--- config.mk ---
export PLATFORM = sky130hd
export DESIGN_NAME = max_pool_stream
export DESIGN_NICKNAME = d
export VERILOG_FILES = /design/src/rtl/max_pool_stream.sv
export SDC_FILE = /design/constraint.sdc
export NUM_CORES = 1
export LEC_CHECK = 0
export ABC_AREA = 1
export BUFFER_PORTS_ARGS = -buffer_cell sky130_fd_sc_hd__clkbuf_2
export CAP_MARGIN = 10
export CORE_MARGIN = 3
export CORE_UTILIZATION = 56
export CTS_CLUSTER_SIZE = 25
export DETAILED_ROUTE_END_ITERATION = 7
export GPL_TIMING_DRIVEN = 0
export PLACE_DENSITY_LB_ADDON = 0.12
export SLEW_MARGIN = 5
export SYNTH_ARGS = -nofsm -noshare
export SYNTH_HDL_FRONTEND = slang
export SYNTH_SLANG_ARGS = --single-unit
export TNS_END_PERCENT = 5
--- constraint.sdc ---
create_clock -name clk -period 4 [get_ports clk]
set_clock_uncertainty 0.15 [all_clocks]
set_input_delay 0.8 -clock clk [delete_from_list [all_inputs] [get_ports clk]]
set_output_delay 0.8 -clock clk [all_outputs]
set_load 0.005 [all_outputs]
--- src/rtl/max_pool_stream.sv ---
// Streaming POOLxPOOL / stride-POOL signed max-pool with optional ReLU clamp.
// Consumes a raster-ordered pixel stream and keeps one partial max per output column.
module max_pool_stream #(
  parameter int DATA_W = 32,
  parameter int POOL   = 2,
  parameter int IMG_W  = 28,
  parameter int IMG_H  = 28
) (
  input  logic              clk,
  input  logic              rst_n,
  input  logic              clear,
  input  logic              relu_en,
  input  logic [DATA_W-1:0] in_data,
  input  logic              in_valid,
  output logic              in_ready,
  output logic [DATA_W-1:0] out_data,
  output logic              out_valid,
  input  logic              out_ready,
  output logic              out_last
);

  localparam int OUT_W = IMG_W / POOL;
  localparam int OUT_H = IMG_H / POOL;
  localparam int WX_W  = $clog2(POOL);
  localparam int OX_W  = (OUT_W > 1) ? $clog2(OUT_W) : 1;
  localparam int OY_W  = (OUT_H > 1) ? $clog2(OUT_H) : 1;

  generate
    if ((POOL < 2) || (IMG_W % POOL != 0) || (IMG_H % POOL != 0)) begin : g_bad_dims
      $error("max_pool_stream: POOL must be >= 2 and divide IMG_W and IMG_H");
    end
  endgenerate

  // Valid/ready: a beat moves on a side when its valid and ready are both high at
  // the rising edge; the output registers hold while out_valid && !out_ready.
  logic [WX_W-1:0] wx_q, wx_d;
  logic [OX_W-1:0] ox_q, ox_d;
  logic [WX_W-1:0] wy_q, wy_d;
  logic [OY_W-1:0] oy_q, oy_d;

  logic signed [DATA_W-1:0] run_q, run_d;
  logic signed [DATA_W-1:0] pbuf_q [OUT_W];

  logic [DATA_W-1:0] out_data_q, out_data_d;
  logic              out_valid_q, out_valid_d;
  logic              out_last_q, out_last_d;

  logic                     accept;
  logic                     wx_end, ox_end, wy_end, oy_end;
  logic                     win_first, win_done;
  logic signed [DATA_W-1:0] pix, prev, cur, res;

  assign in_ready  = !out_valid_q || out_ready;
  assign accept    = in_valid && in_ready;
  assign out_data  = out_data_q;
  assign out_valid = out_valid_q;
  assign out_last  = out_last_q;

  assign wx_end    = (wx_q == WX_W'(POOL - 1));
  assign ox_end    = (ox_q == OX_W'(OUT_W - 1));
  assign wy_end    = (wy_q == WX_W'(POOL - 1));
  assign oy_end    = (oy_q == OY_W'(OUT_H - 1));
  assign win_first = (wx_q == '0) && (wy_q == '0);
  assign win_done  = accept && wx_end && wy_end;

  // The first pixel of a row segment reads the column buffer; later ones the running register.
  always_comb begin
    pix  = $signed(in_data);
    prev = (wx_q == '0) ? pbuf_q[ox_q] : run_q;
    cur  = (win_first || (pix > prev)) ? pix : prev;
    res  = (relu_en && cur[DATA_W-1]) ? '0 : cur;
  end

  always_comb begin
    wx_d = wx_q;
    ox_d = ox_q;
    wy_d = wy_q;
    oy_d = oy_q;
    if (accept) begin
      if (!wx_end) begin
        wx_d = wx_q + 1'b1;
      end else begin
        wx_d = '0;
        if (!ox_end) begin
          ox_d = ox_q + 1'b1;
        end else begin
          ox_d = '0;
          if (!wy_end) begin
            wy_d = wy_q + 1'b1;
          end else begin
            wy_d = '0;
            oy_d = oy_end ? '0 : oy_q + 1'b1;
          end
        end
      end
    end
  end

  always_comb begin
    run_d       = run_q;
    out_data_d  = out_data_q;
    out_valid_d = out_valid_q;
    out_last_d  = out_last_q;
    if (accept && !wx_end) begin
      run_d = cur;
    end
    if (win_done) begin
      out_data_d  = res;
      out_valid_d = 1'b1;
      out_last_d  = ox_end && oy_end;
    end else if (out_valid_q && out_ready) begin
      out_valid_d = 1'b0;
      out_last_d  = 1'b0;
    end
  end

  always_ff @(posedge clk or negedge rst_n) begin
    if (!rst_n) begin
      wx_q        <= '0;
      ox_q        <= '0;
      wy_q        <= '0;
      oy_q        <= '0;
      run_q       <= '0;
      out_data_q  <= '0;
      out_valid_q <= 1'b0;
      out_last_q  <= 1'b0;
    end else if (clear) begin
      wx_q        <= '0;
      ox_q        <= '0;
      wy_q        <= '0;
      oy_q        <= '0;
      out_valid_q <= 1'b0;
      out_last_q  <= 1'b0;
    end else begin
      wx_q        <= wx_d;
      ox_q        <= ox_d;
      wy_q        <= wy_d;
      oy_q        <= oy_d;
      run_q       <= run_d;
      out_data_q  <= out_data_d;
      out_valid_q <= out_valid_d;
      out_last_q  <= out_last_d;
    end
  end

  // Column partials need no reset: the first row of every window overwrites them.
  always_ff @(posedge clk) begin
    if (accept && !clear && wx_end) begin
      pbuf_q[ox_q] <= cur;
    end
  end

endmodule

=== Yosys cells after proc, flatten, opt, wreduce, memory -nomap -nowiden ===
Memories as Yosys holds them, arrays and structs flattened.
Cells that the tools add are included.

* Input bits: 38
* Latch bits: 0
* RAM bits: 448
* Logic and storage cells: 72
* ROM bits: 0
* Bits in registers: 76
* Output and inout bits: 35
* Memories kept: 1

* Magnitude comparators: 1
* Equal/unequal tests: 2
* Divide/modulo/power cells: 0
* $add $sub $neg: 4
* Reduce and logical (&&, ||, !) cells: 25
* Multiply operators: 0
* Bitwise operators: 3
* Mux-type cells: 28
* Shift-type cells: 0

{| class="wikitable"
|+ Memories
! memory !! depth !! bits a word !! read ports !! clocked after memory_dff !! write ports !! line !! source
|-
| pbuf_q || 14 || 32 || 1 || 0 || 1 || 42 || <nowiki>logic signed [DATA_W-1:0] pbuf_q [OUT_W];</nowiki>
|}

{| class="wikitable"
|+ Operator list
! operator !! number
|-
| 2-to-1 mux 32 bit || 3
|-
| 2-to-1 mux 4 bit || 10
|-
| greater-than comparator 32 bit || 1
|-
| 2-to-1 mux 1 bit || 15
|-
| logical AND 1 bit || 10
|-
| adder 4 x 1 -> 4 bit, second input constant || 2
|-
| == test 4 bit, second input constant || 2
|-
| nonzero test 2 bit || 4
|-
| AND reduction 2 bit || 3
|-
| AND reduction 4 bit || 1
|-
| logical NOT 1 bit || 3
|-
| NOT 1 bit || 3
|-
| AND reduction 3 bit || 1
|-
| nonzero test 3 bit || 1
|-
| adder 1 bit, second input constant || 2
|-
| logical OR 1 bit || 2
|}

=== Longest topological paths before layout ===
* Depth in word-level cells: 7
* Gate-level depth with buffers: 32
* Gate-level depth less buffers: 28

=== Worst setup path before layout ===
No wires, ideal clock.

* Path type: input to register
* Start: in out_ready
* End: mem pbuf_q[2][0] (enable)
* Cell stages on the path: 8
* Buffers on the path: 0
* Required time: 3389 ps
* Path slack: -233 ps
* Setup time: 461 ps
* Arrival time: 3622 ps
* Cells stage by stage: inv_1 -> nand2_1 -> nand2_1 -> nor2_2 -> inv_1 -> nor2_2 -> inv_1 -> nor3_1

* Word-level cells in the longest chain between the ends: 6

{| class="wikitable"
|+ RTL lines
! what !! line !! source
|-
| start: declaration || 18 || <nowiki>input logic out_ready,</nowiki>
|-
| logical OR 1 bit || 53 || <nowiki>assign in_ready = !out_valid_q || out_ready;</nowiki>
|-
| via in_ready || 15 || <nowiki>output logic in_ready,</nowiki>
|-
| logical AND 1 bit || 54 || <nowiki>assign accept = in_valid && in_ready;</nowiki>
|-
| logical AND 1 bit (2 in a row) || 148 || <nowiki>if (accept && !clear && wx_end) begin</nowiki>
|-
| 2-to-1 mux 1 bit || 148 ||
|-
| 2-to-1 mux 1 bit (not written as such) || 149 || <nowiki>pbuf_q[ox_q] <= cur;</nowiki>
|-
| end: declaration || 42 ||
|}

The timed path passes the listed nets, and every way through them passes these cells.

=== Final worst setup path ===
* Start: reg ox_q[0]
* End: mem pbuf_q[7][30], data pin

* Word-level cells in the longest chain between the ends: 5

{| class="wikitable"
|+ RTL lines
! what !! line !! source
|-
| start: declaration || 37 || <nowiki>logic [OX_W-1:0] ox_q, ox_d;</nowiki>
|-
| start signal: assignment || 120 || <nowiki>ox_q <= '0;</nowiki>
|-
| start signal: assignment || 129 || <nowiki>ox_q <= '0;</nowiki>
|-
| start signal: assignment || 136 || <nowiki>ox_q <= ox_d;</nowiki>
|-
| memory (14 x 32 bit) (*) || -- ||
|-
| 2-to-1 mux 32 bit (*) || 69 || <nowiki>prev = (wx_q == '0) ? pbuf_q[ox_q] : run_q;</nowiki>
|-
| greater-than comparator 32 bit || 70 || <nowiki>cur = (win_first || (pix > prev)) ? pix : prev;</nowiki>
|-
| logical OR 1 bit || 70 ||
|-
| 2-to-1 mux 32 bit (*) || 70 ||
|-
| via cur[30] || 51 || <nowiki>logic signed [DATA_W-1:0] pix, prev, cur, res;</nowiki>
|}

Mark *: on every way through the listed nets, which the timed path passes. The rest lies on a longest branch.

==> Implementation_results.wiki <==
{| class="wikitable"
! Metric !! Value
|-
| Status || complete, but fails checks
|-
| Violated checks || setup timing
|-
| Final net count || 2055
|-
| Sequential share of power || 39.0%
|-
| Worst r2r src || ox_q[0]$_DFFE_PN0P_
|-
| Crit Path Class || flip-flop to flip-flop
|-
| RSZ-0062 raised after global routing || true
|-
| Internal power || 0.01214 W
|-
| Vias after detailed routing || 15089
|-
| Area growth syn-to-layout || 22.04%
|-
| Share of the yosys chip area belonging to registers || 70.19%
|-
| Launch point of the critical path || ox_q[0]$_DFFE_PN0P_
|-
| Count of endpoints failing hold in the final timing report || 0
|-
| Clock share of power || 27.9%
|-
| Clock tree buffer depth || 3
|-
| Die Height || 203.7 um
|-
| Drt first-iter violations || 1645
|-
| Buffers on Ports || 72
|-
| Crit path capture type || flip-flop
|-
| Max rail drop VDD || 0.0003895 V
|-
| Netlist area before placement || 21880 um2
|-
| Worst slew margin || 36.61%
|-
| Timing-limited maximum frequency || 236.3 MHz
|-
| Cell Rows || 71
|-
| Most common library cell in the layout ignoring fill and taps || edfxtp_1
|-
| Post-route DRC || 0
|-
| Residual overflow from global routing || 0
|-
| Slew at the pin closest to its max-slew limit || 0.9486 ns
|-
| Total nets after synthesis || 1850
|-
| Number of routed nets with antenna violations || 0
|-
| Area of the die || 41470 um2
|-
| Initial Util || 57.41%
|-
| Clock tree root driver cell || clkbuf_16
|-
| Layout fillers || 2547
|-
| Power per unit of standard cell area || 684.0 nW/um2
|-
| H-tree levels || 2
|-
| Crit path arrival time || 4.38 ns
|-
| Multi-input gate area || 6132 um2
|-
| Worst setup margin || -0.2317 ns
|-
| Via count of the first global-routing pass || 14561
|-
| Placeable core area || 38110 um2
|-
| Number of flip-flops and latches in the synthesized netlist || 524
|-
| Dpl hpwl || 39.25 mm
|-
| Hold WC Path Type || input pin to asynchronous set/reset pin
|-
| Final sum of negative setup slack || -65.54 ns
|-
| Largest fanout on the critical path || 10
|-
| FF-to-FF setup slack || -0.23 ns
|-
| Mean cell area of the mapped netlist || 12.30 um2
|-
| Clk slew on worst S/H paths || 0.06 ns
|-
| Final count of negative-setup-slack endpoints || 477
|-
| Count of inserted antenna diode cells || 0
|-
| Final Slew Violations || 0
|-
| Leading cell types in the layout, fill and taps excluded || edfxtp_1 (448), nand2_1 (393), a22oi_1 (128), nor2_1 (109), clkbuf_2 (75)
|-
| Number of antenna violations at the first check in global routing || 0
|-
| Overall power after layout || 0.01826 W
|-
| Maxcap violations || 0
|-
| Combinational fraction of design power || 33.1%
|-
| 1st-pass router iterations || 5
|-
| Cell count after synthesis || 1778
|-
| X dimension of the die || 203.7 um
|-
| Dpl ws || -1.016 ns
|-
| Number of synthesis warnings || 0
|-
| Detailed-route vias per instance || 5.943
|-
| Startpoint class of the critical path || flip-flop
|-
| Sw Pwr || 0.006122 W
|-
| Register Area || 15360 um2
|-
| Number of CTS-inserted buffers || 53
|-
| Count of pins on the block boundary || 73
|-
| End of the critical path || pbuf_q[7][30]$_DFFE_PP_
|-
| Largest net degree at the start of global routing || 41
|-
| Final GP Congestion || 0.8668
|-
| TritonCTS clock tree || done
|-
| Average wire per standard cell || 24.01 um
|-
| Routed wire length || 60.95 mm
|-
| Post-layout minimum cycle time || 4.232 ns
|-
| Required @ worst endpoint || 4.15 ns
|-
| TritonCTS sink count || 524
|-
| Global-route wire length before repair || 89.10 mm
|-
| Number of cells on the worst reg-to-reg path || 27
|-
| Reg2reg end || pbuf_q[7][30]$_DFFE_PP_
|-
| Sw frac || 33.52%
|-
| Tcrit/Tclk final || 105.8%
|-
| Count of different cell masters after synthesis || 38
|-
| Proportion of layout cells with a drive suffix above 1 || 24.75%
|-
| Clock latency on the worst-skew pair || 0.61 ns
|-
| Overall global routing resource usage || 28.85%
|-
| Static power due to leakage || 10.01 nW
|}
## layout make-up
| class | instances | area share, % |
|---|---|---|
| Buffer | 88 | 2.770 |
| Clock buffer | 64 | 5.202 |
| Clock inverter | 36 | 1.490 |
| Inverter | 103 | 1.940 |
| Multi-Input combinational cell | 1061 | 22.97 |
| Sequential cell | 524 | 57.52 |
| Tap cell | 511 | 2.395 |
| Timing Repair Buffer | 139 | 5.347 |
| Timing Repair inverter | 13 | 0.3655 |
## how the worst min path moves through the flow
stage | depth (start not counted) | slack [ns] | to | startpoint
after floorplan | 2 | 0.30 | run_q[0]$_DFFE_PN0P_ | run_q[0]$_DFFE_PN0P_
after global placement | 2 | 0.31 | out_data[25]$_DFFE_PN0P_ | out_data[25]$_DFFE_PN0P_
after detailed placement | 2 | 0.32 | out_data[18]$_DFFE_PN0P_ | out_data[18]$_DFFE_PN0P_
after CTS | 1 | 0.07 | out_data[8]$_DFFE_PN0P_ | rst_n
after global routing | 1 | 0.09 | out_data[8]$_DFFE_PN0P_ | rst_n
final | 1 | 0.06 | out_data[13]$_DFFE_PN0P_ | rst_n
## per-stage QoR
step | instance area, um2 | util [%] | instances | hold slack, ns
after global routing | 26700 | 70.06 | 2539 | 0.09437
after CTS | 26020 | 68.27 | 2517 | 0.07345
after floorplan | 21880 | - | 1778 | 0.3014
after global placement | 22880 | 60.03 | 2361 | 0.3138
after detailed placement | 23410 | 61.42 | 2385 | 0.3151
final | 26700 | 70.06 | 2539 | 0.06331
## metal layers
layer  vias to the layer above  wire (um)  global-route usage (%)
met1                      7439      24270                   40.43
li1                       6754          -                       -
met5                         -          0                       0
met3                       120       6924                   7.582
met4                         0       1484                   7.203
met2                       776      28270                   45.74
## cells by family (layout without fill, tap and decap cells)
logic type | after synthesis | count (layout) | share of synthesized area, %
AND/OR/NAND/NOR | 726 | 726 | 14.01
flip-flops | 524 | 524 | 70.19
AO/OA/AOI/OAI | 298 | 298 | 9.391
buffers and inverters | 193 | 443 | 4.341
adder cells (fa/ha/maj) | 34 | 34 | 1.945
XOR/XNOR | 2 | 2 | 0.08008
multiplexers | 1 | 1 | 0.04576
## synth_stat cells (all sizes together)
master    n  area [um2]
o211ai    1       7.510
a21o      2       15.01
xor2      2       17.52
nor3      5       25.02
clkbuf   28       105.1
mux2i     1       10.01
o311ai   23       201.4
o22ai    11       125.1
a22oi   128       960.9
nand4    32       200.2
inv     103       386.6
or2      46       287.8
dfrtp    76        1902
edfxtp  448       13450
a41oi     1       16.27
buf      62       457.9
o21ai    71       422.9
nand3    52       277.8
a21oi    61       305.3
nand2   455        1710
ha       34       425.4
nor2    136       564.3
## flip-flops by register name, indices dropped and copies added (netlist names)
name	flops
wx_end	1
run_q	32
out_valid	1
ox_q	4
out_data	32
oy_q	4
wy_end	1
pbuf_q	448
out_last	1
## worst max-delay path, stage by stage (launching register included)
cell        delay (ns)
dfrtp_1           0.36
buf_8             0.17
clkinv_8          0.07
nor2_4            0.25
buf_8             0.21
buf_12            0.14
nand2_1           0.05
nand4_1           0.25
nand2_1           0.15
o311ai_2          0.11
o21ai_2           0.12
ha_1              0.30
nand2_1           0.05
nand2_1           0.05
nand2_1           0.05
nand2_1           0.08
nand2_1           0.06
nand2_1           0.06
nand2_1           0.05
nand2_1           0.10
nor2_2            0.06
a21oi_4           0.18
nand2_8           0.12
nand2_8           0.12
buf_8             0.14
nand2_1           0.09
nand2_4           0.15
clkinvlp_4        0.23
## power groups by stage
stage | clock [W] | combinational [W] | sequential, W
floorplan | 0 | 0.00271 | 0.00720
global placement | 0 | 0.00422 | 0.00722
detailed placement | 0 | 0.00435 | 0.00723
CTS | 0.00514 | 0.00522 | 0.00712
global route | 0.00537 | 0.00649 | 0.00715
finish | 0.00510 | 0.00604 | 0.00712
## what timing repair did
item	CTS	global route
gates resized for setup	118	127
buffers inserted	26	14
hold buffers	0	0
setup endpoints to repair	512	512
gates cloned	6	10
hold endpoints to repair	0	0
pin swaps	12	31
Power figures use the tool's default switching activity.
